### src/rtl/uart_tx_fifo.sv
// uart_tx_fifo: store-path fed 8N1 UART transmitter
// small power-of-two FIFO ahead of an LSB-first serialiser
module uart_tx_fifo #(
  parameter int CLKS_PER_BIT = 104,
  parameter int FIFO_DEPTH   = 4
) (
  input  logic       clk,
  input  logic       resetn,
  input  logic       wr_en,
  input  logic [7:0] wr_data,
  input  logic       clr_overflow,
  output logic       TXD,
  output logic       busy,
  output logic       full,
  output logic       empty,
  output logic       overflow
);

  localparam int AW = $clog2(FIFO_DEPTH);
  localparam int PW = AW + 1;
  localparam int CW = $clog2(CLKS_PER_BIT);
  localparam logic [CW-1:0] CNT_MAX = CW'(CLKS_PER_BIT - 1);

  localparam logic [1:0] IDLE  = 2'd0;
  localparam logic [1:0] START = 2'd1;
  localparam logic [1:0] DATA  = 2'd2;
  localparam logic [1:0] STOP  = 2'd3;

  logic [PW-1:0] wptr;
  logic [PW-1:0] rptr;
  logic [7:0]    mem [FIFO_DEPTH];

  logic [1:0]    state;
  logic [1:0]    state_n;
  logic [CW-1:0] cnt;
  logic [CW-1:0] cnt_n;
  logic [2:0]    idx;
  logic [2:0]    idx_n;
  logic [7:0]    shift;
  logic [7:0]    shift_n;
  logic          txd_q;
  logic          txd_n;
  logic          ovf_q;
  logic          pop;
  logic          push;

  assign empty = (wptr == rptr);
  assign full  = (wptr[AW] != rptr[AW]) &&
                 (wptr[AW-1:0] == rptr[AW-1:0]);

  // a pop frees the slot the write lands in, so full+pop still accepts
  assign push     = wr_en && (!full || pop);
  assign busy     = (state != IDLE) || !empty;
  assign TXD      = txd_q;
  assign overflow = ovf_q;

  // frame sequencer: next state, baud count, bit index and shifter
  always_comb begin
    state_n = state;
    cnt_n   = cnt;
    idx_n   = idx;
    shift_n = shift;
    pop     = 1'b0;
    case (state)
      IDLE: begin
        if (!empty) begin
          pop     = 1'b1;
          shift_n = mem[rptr[AW-1:0]];
          cnt_n   = CNT_MAX;
          state_n = START;
        end
      end
      START: begin
        if (cnt == '0) begin
          cnt_n   = CNT_MAX;
          idx_n   = 3'd0;
          state_n = DATA;
        end else begin
          cnt_n = cnt - CW'(1);
        end
      end
      DATA: begin
        if (cnt == '0) begin
          shift_n = {1'b0, shift[7:1]};
          cnt_n   = CNT_MAX;
          if (idx == 3'd7) begin
            state_n = STOP;
          end else begin
            idx_n = idx + 3'd1;
          end
        end else begin
          cnt_n = cnt - CW'(1);
        end
      end
      default: begin
        if (cnt == '0) begin
          if (!empty) begin
            pop     = 1'b1;
            shift_n = mem[rptr[AW-1:0]];
            cnt_n   = CNT_MAX;
            state_n = START;
          end else begin
            state_n = IDLE;
          end
        end else begin
          cnt_n = cnt - CW'(1);
        end
      end
    endcase
  end

  // line level decoded from the upcoming state so TXD is a clean flop
  always_comb begin
    txd_n = 1'b1;
    case (state_n)
      START:   txd_n = 1'b0;
      DATA:    txd_n = shift_n[0];
      default: txd_n = 1'b1;
    endcase
  end

  // FIFO storage; contents need no reset, pointers gate validity
  always_ff @(posedge clk) begin
    if (push) begin
      mem[wptr[AW-1:0]] <= wr_data;
    end
  end

  // pointers, sticky overflow, sequencer state and line register
  always_ff @(posedge clk or negedge resetn) begin
    if (!resetn) begin
      wptr  <= '0;
      rptr  <= '0;
      ovf_q <= 1'b0;
      state <= IDLE;
      cnt   <= '0;
      idx   <= 3'd0;
      shift <= 8'd0;
      txd_q <= 1'b1;
    end else begin
      if (push) begin
        wptr <= wptr + PW'(1);
      end
      if (pop) begin
        rptr <= rptr + PW'(1);
      end
      if (wr_en && !push) begin
        ovf_q <= 1'b1;
      end else if (clr_overflow) begin
        ovf_q <= 1'b0;
      end
      state <= state_n;
      cnt   <= cnt_n;
      idx   <= idx_n;
      shift <= shift_n;
      txd_q <= txd_n;
    end
  end

endmodule

### config.mk
export PLATFORM = sky130hd
export DESIGN_NAME = uart_tx_fifo
export DESIGN_NICKNAME = d
export VERILOG_FILES = /design/src/rtl/uart_tx_fifo.sv
export SDC_FILE = /design/constraint.sdc
export NUM_CORES = 1
export LEC_CHECK = 0
export CORE_UTILIZATION = 35
export CTS_CLUSTER_DIAMETER = 60
export CTS_CLUSTER_SIZE = 20
export DETAILED_ROUTE_END_ITERATION = 10
export GPL_ROUTABILITY_DRIVEN = 0
export PLACE_DENSITY = 0.49
export SLEW_MARGIN = 25
export SYNTH_ARGS = -nofsm -noshare
export SYNTH_HDL_FRONTEND = slang
export SYNTH_SLANG_ARGS = --single-unit
### constraint.sdc
create_clock -name clk -period 5.55 [get_ports clk]
set_input_delay 1.11 -clock clk [delete_from_list [all_inputs] [get_ports clk]]
set_output_delay 1.11 -clock clk [all_outputs]
set_load 0.01 [all_outputs]
==> results of run 1 <==
## per-stage QoR
step	instance area, um2	cells	power [uW]
finish	3320	353	1870
global route	3320	353	2020
CTS	3320	353	1890
detailed placement	3120	337	1490
global placement	3120	337	1490
floorplan	2860	225	1290
## power groups by stage
stage	sequential (uW)	clock (uW)	combinational, uW
final	739	396	736
after global routing	762	427	831
after CTS	742	408	739
after detailed placement	750	0	737
after global placement	750	0	738
after floorplan	695	0	590
## worst max-delay path by stage
stage,end,slack (ns),cells after the start
floorplan,empty,3.26,4
global placement,empty,2.43,4
detailed placement,empty,2.42,4
CTS,empty,2.04,4
global route,empty,1.87,4
finish,empty,2.09,4
## placed cells by master (no fill, tap or decap), drive strengths merged, types with 2 or more instances in the layout
master / n
a22oi: 8
clkdlybuf4s50: 16
clkinv: 3
clkinvlp: 3
nor2b: 2
o22ai: 2
o31ai: 2
nor2: 8
nand2b: 3
clkbuf: 9
xnor2: 7
nor3: 4
o21ai: 15
nand2: 29
a22o: 6
a21oi: 8
inv: 12
a21o: 2
ha: 12
dfrtp: 27
a31oi: 2
nand4: 3
edfxtp: 32
mux4: 8
nand3: 5
and2: 4
## worst max-delay path: stages (launching register included)
cell and delay, ns:
dfrtp_1 0.74, xnor2_1 0.25, nand3_2 0.24, clkinv_1 0.22, clkdlybuf4s50_1 0.56
## flip-flops by register name, indices dropped and copies added, names as in the netlist
signal,count
TXD,1
mem,32
idx,3
overflow,1
shift,8
state,2
cnt,7
rptr,3
wptr,3
## layout make-up
type,count,area (um2),share of cell area
clock inverters,7,75.1,0.0226
multi-input cells,146,1120,0.336
flip-flops and latches,60,1660,0.501
well taps,102,128,0.0385
clock buffers,9,124,0.0373
inverters,12,45.0,0.0136
repair buffers,17,168,0.0505
## routing by layer
metal	wire [um]	global-route usage	vias up
met5	0	0	-
met4	71	0.0599	0
met3	229	0.0493	6
met2	2540	0.219	41
met1	2720	0.195	885
li1	-	-	883
## logic make-up (layout without fill, tap and decap cells)
logic type,Yosys count,count (layout),synth area share
xor gates and xnor gates,8,8,0.0271
muxes,10,10,0.0704
and+or+nand+nor,63,63,0.113
buffers and inverters,19,45,0.0293
adders and majority gates,12,12,0.0524
AOI/OAI and AO/OA,53,53,0.127
DFF,60,60,0.581
==> results.sh, run 1 <==
export IMPL_status="finished, final reports clean"
export IMPL_nNetsFinal=270
export IMPL_pwr_share_comb=0.393
export IMPL_start_kind="flip-flop"
export IMPL_rr_worst_depth=6
export IMPL_cts_buffers=9
export IMPL_rsz0062_at_grt="no"
export IMPL_clkLatencyLatePin_ns=0.34
export IMPL_antenna_found_initial=0
export IMPL_internal_power_uw=1150
export IMPL_finalHoldViolCount=0
export IMPL_grt_pass1_vias=1855
export IMPL_die_h_um=92.4
export IMPL_dp_hpwl_mm=3.77
export IMPL_synth_area_leader_cell="edfxtp_1"
export IMPL_post_route_min_period_ns=3.46
export IMPL_cts_sinks=60
export IMPL_final_max_slew_viol_count=0
export IMPL_async_flop_share=0.467
export IMPL_netlist_top_cells_area="edfxtp_1, dfrtp_1, mux4_2, ha_1, nand2_1"
export IMPL_nFillCells=749
export IMPL_slew_headroom=0.564
export IMPL_design_core_area_um2=7810
export IMPL_synth_edf_count=32
export IMPL_setup_violations=0
export IMPL_cts_resized=0
export IMPL_layout_drive_gt1_share=0.143
export IMPL_avgSynthCellArea_um2=12.7
export IMPL_synth_fp_nets=249
export IMPL_p_leak_uw=0.00129
export IMPL_min_path_type="reg -> reg"
export IMPL_end_kind="output pin"
export IMPL_drv_cap=0
export IMPL_r2r_end="mem[2][7]"
export IMPL_h_tree_depth=3
export IMPL_first_iter_violations=90
export IMPL_cts_tree="done"
export IMPL_ir_worst_vdd_v=0.000198
export IMPL_vias_per_cell=5.14
export IMPL_areaGrowthSynthToFinish_pct=15.9
export IMPL_grt_pass1_wl_mm=9.30
export IMPL_synth_common_cells="edfxtp_1, nand2_1, dfrtp_1, o21ai_0, ha_1"
export IMPL_finish_utilization=0.425
export IMPL_yosys_warnings=0
export IMPL_ys_flop_type="edfxtp_1"
export IMPL_sequentialPowerShare=0.395
export IMPL_syn_area_um2=2860
export IMPL_track_usage=0.147
export IMPL_core_rowCount=32
export IMPL_path_clk_slew_ns=0.07
export IMPL_setup_tns_final_ns=0
export IMPL_antenna_left=0
export IMPL_wire_per_inst_um=15.8
export IMPL_cp_arrival_ns=2.35
export IMPL_setup_slack_ns=2.09
export IMPL_synth_most_common_cell="edfxtp_1"
export IMPL_grt_overflow=0
export IMPL_min_period_over_period=0.623
export IMPL_post_cts_buffers=0
export IMPL_ys_seq_area_frac=0.581
export IMPL_numPortBuffers=16
export IMPL_grt_max_degree=29
export IMPL_p_switching_uw=718
export IMPL_fmax_mhz=289
export IMPL_die_x_um=92.4
export IMPL_min_from="shift[5]"
export IMPL_yosys_cell_types_count=51
export IMPL_crit_start="rptr[0]"
export IMPL_ys_ff_latch=60
export IMPL_whs_path_depth=2
export IMPL_cts_root_buffer="clkbuf_8"
export IMPL_vias=1815
export IMPL_synth_top_area_frac=0.336
export IMPL_path_max_fanout=11
export IMPL_diodes=0
export IMPL_synth_cells=225
export IMPL_max_slew_worst_pin_slew_ns=0.648
export IMPL_p_per_area_nw_per_um2=564
export IMPL_totalWireLength_mm=5.56
export IMPL_drc=0
export IMPL_dp_worst_setup_slack_ns=2.42
export IMPL_initial_utilization=0.367
export IMPL_postCtsHoldBufs=0
export IMPL_die_area_um2=8550
export IMPL_r2r_slack_ns=2.81
export IMPL_drt_pass1_iterations=4
export IMPL_clock_power_share=0.212
export IMPL_regToRegStartpoint="state[0]"
export IMPL_ios=17
export IMPL_crit_required_ns=4.44
export IMPL_hold_ws_ns=0.476
export IMPL_clock_path_buffers=2
export IMPL_switching_share=0.384
export IMPL_path_class="reg -> out"
export IMPL_fin_worst_skew_ns=0.00687
export IMPL_min_to="shift[4]"
Power figures use the tool's default switching activity.
==> run 2: changes to the inputs <==
PLACE_DENSITY = 0.5   (was 0.49)
clock period = 3.17 ns   (was 5.55 ns; I/O delays follow)
==> run 2 against run 1 <==
Compared with the run above:
- die area stayed put
- clock skew is 0.0023 ns higher
- global-route usage is 0.17 points lower
- register-to-register slack worse by 2.1 ns
- design area is 1.9% higher
- sequential power is 72% higher
- critical endpoint unchanged
==> results.sh, run 2 (synthesis results as in run 1) <==
export IMPL_ir_worst_vdd_v=0.000319
export IMPL_final_max_slew_viol_count=0
export IMPL_critical_path_cell_chain="xnor2_1, nand3_2, clkinv_1, clkdlybuf4s50_1"
export IMPL_p_per_area_nw_per_um2=1020
export IMPL_layout_drive_gt1_share=0.150
export IMPL_path_class="reg -> out"
export IMPL_finalHoldViolCount=0
export IMPL_die_area_um2=8550
export IMPL_clock_path_buffers=2
export IMPL_end_kind="output pin"
export IMPL_track_usage=0.145
export IMPL_rsz0062_at_grt="no"
export IMPL_finish_utilization=0.433
export IMPL_pwr_share_comb=0.388
export IMPL_drv_cap=0
export IMPL_grt_pass1_vias=1766
export IMPL_cp_slowest_cell="clkdlybuf4s50_1"
export IMPL_totalWireLength_mm=5.48
export IMPL_status="finished, final reports clean"
export IMPL_die_x_um=92.4
export IMPL_ios=17
export IMPL_first_iter_violations=89
export IMPL_setup_violations=0
export IMPL_numPortBuffers=16
export IMPL_diodes=0
export IMPL_cts_tree="done"
export IMPL_post_route_min_period_ns=2.95
export IMPL_wire_per_inst_um=15.4
export IMPL_nNetsFinal=273
export IMPL_fmax_mhz=339
export IMPL_min_path_type="reg -> reg"
export IMPL_cts_root_buffer="clkbuf_8"
export IMPL_clock_power_share=0.243
export IMPL_antenna_found_initial=0
export IMPL_grt_max_degree=16
export IMPL_postCtsHoldBufs=0
export IMPL_max_slew_worst_pin_slew_ns=0.661
export IMPL_antenna_left=0
export IMPL_drc=0
export IMPL_p_leak_uw=0.00133
export IMPL_grt_overflow=0
export IMPL_crit_family="buffers and inverters"
export IMPL_layout_common_cells="edfxtp_1, nand2_1, dfrtp_1, clkdlybuf4s50_1, o21ai_0"
export IMPL_core_rowCount=32
export IMPL_grt_pass1_wl_mm=9.11
export IMPL_vias_per_cell=5.14
export IMPL_cp_arrival_ns=2.32
export IMPL_switching_share=0.361
export IMPL_start_kind="flip-flop"
export IMPL_cts_resized=0
export IMPL_largest_reg_flops=32
export IMPL_dp_hpwl_mm=3.69
export IMPL_cts_buffers=9
export IMPL_cts_sinks=60
export IMPL_path_clk_slew_ns=0.07
export IMPL_drt_pass1_iterations=4
export IMPL_path_max_fanout=11
export IMPL_worst_path_buf_inv=2
export IMPL_sequentialPowerShare=0.368
export IMPL_die_h_um=92.4
export IMPL_initial_utilization=0.367
export IMPL_min_period_over_period=0.931
export IMPL_vias=1829
export IMPL_clkLatencyLatePin_ns=0.35
export IMPL_design_core_area_um2=7810
export IMPL_layout_commonest_cell="edfxtp_1"
export IMPL_crit_required_ns=2.54
export IMPL_post_cts_buffers=0
export IMPL_internal_power_uw=2200
export IMPL_slew_headroom=0.558
export IMPL_p_switching_uw=1240
export IMPL_fin_worst_skew_ns=0.00914
export IMPL_slowest_delay_ns=0.56
export IMPL_h_tree_depth=3
export IMPL_setup_tns_final_ns=0
export IMPL_areaGrowthSynthToFinish_pct=18.1
run 2: cell types whose count changed in the layout (fill, tap and decap cells not counted):
cell / delta
buf_4: +3
inv_6: -1
clkinv_4: +1
bufinv_16: +2
clkbuf_1: +1
clkinvlp_4: -3
run 2: worst register-to-register path, delay by kind of cell (launching register included):
family          cells  cell delay (ns)
flops               1             0.45
compound gates      1             0.31
simple gates        4             1.33
run 2: final timing paths:
kind	slack, ns	from	endpoint	cells after the start
setup / recovery	0.22	rptr[1]	empty	4
hold reg to reg	0.47	shift[2]	shift[1]	2
min in group asynchronous	0.68	resetn	cnt[0]	1
max in group asynchronous	1.81	resetn	wptr[2]	2
hold / removal	0.47	shift[2]	shift[1]	2
setup reg to reg	0.74	cnt[3]	mem[2][3]	5
run 2: through the flow:
| stage | setup WS [ns] | cells | instance area (um2) | hold slack [ns] | power [uW] |
|---|---|---|---|---|---|
| after floorplan | 1.03 | 225 | 2860 | 0.338 | 2250 |
| after global placement | 0.623 | 340 | 3140 | 0.457 | 2620 |
| after detailed placement | 0.596 | 340 | 3140 | 0.462 | 2620 |
| after CTS | 0.215 | 356 | 3380 | 0.476 | 3470 |
| after global routing | 0.0435 | 356 | 3380 | 0.510 | 3690 |
| final | 0.220 | 356 | 3380 | 0.473 | 3440 |
run 2: routing by layer:
metal  vias up  routed length (um)  GRT usage
met5         -                   0          0
met4         0                 111     0.0742
met3         9                 199     0.0443
met2        36                2530      0.212
met1       896                2630      0.193
li1        888                   -          -
run 2: area by class of cell:
type / instances / area (um2)
Clock buffer: 10 / 128
Clock inverter: 6 / 113
Fill cell: 720 / 4430
Inverter: 12 / 45.0
Multi-Input combinational cell: 146 / 1120
Sequential cell: 60 / 1660
Tap cell: 102 / 128
Timing Repair Buffer: 20 / 190
run 2: power by group through the flow:
stage	clock network, uW	registers, uW	logic [uW]
after floorplan	0	1220	1030
after detailed placement	0	1280	1340
after CTS	853	1270	1350
after global placement	0	1280	1340
after global routing	888	1300	1510
final	838	1270	1340
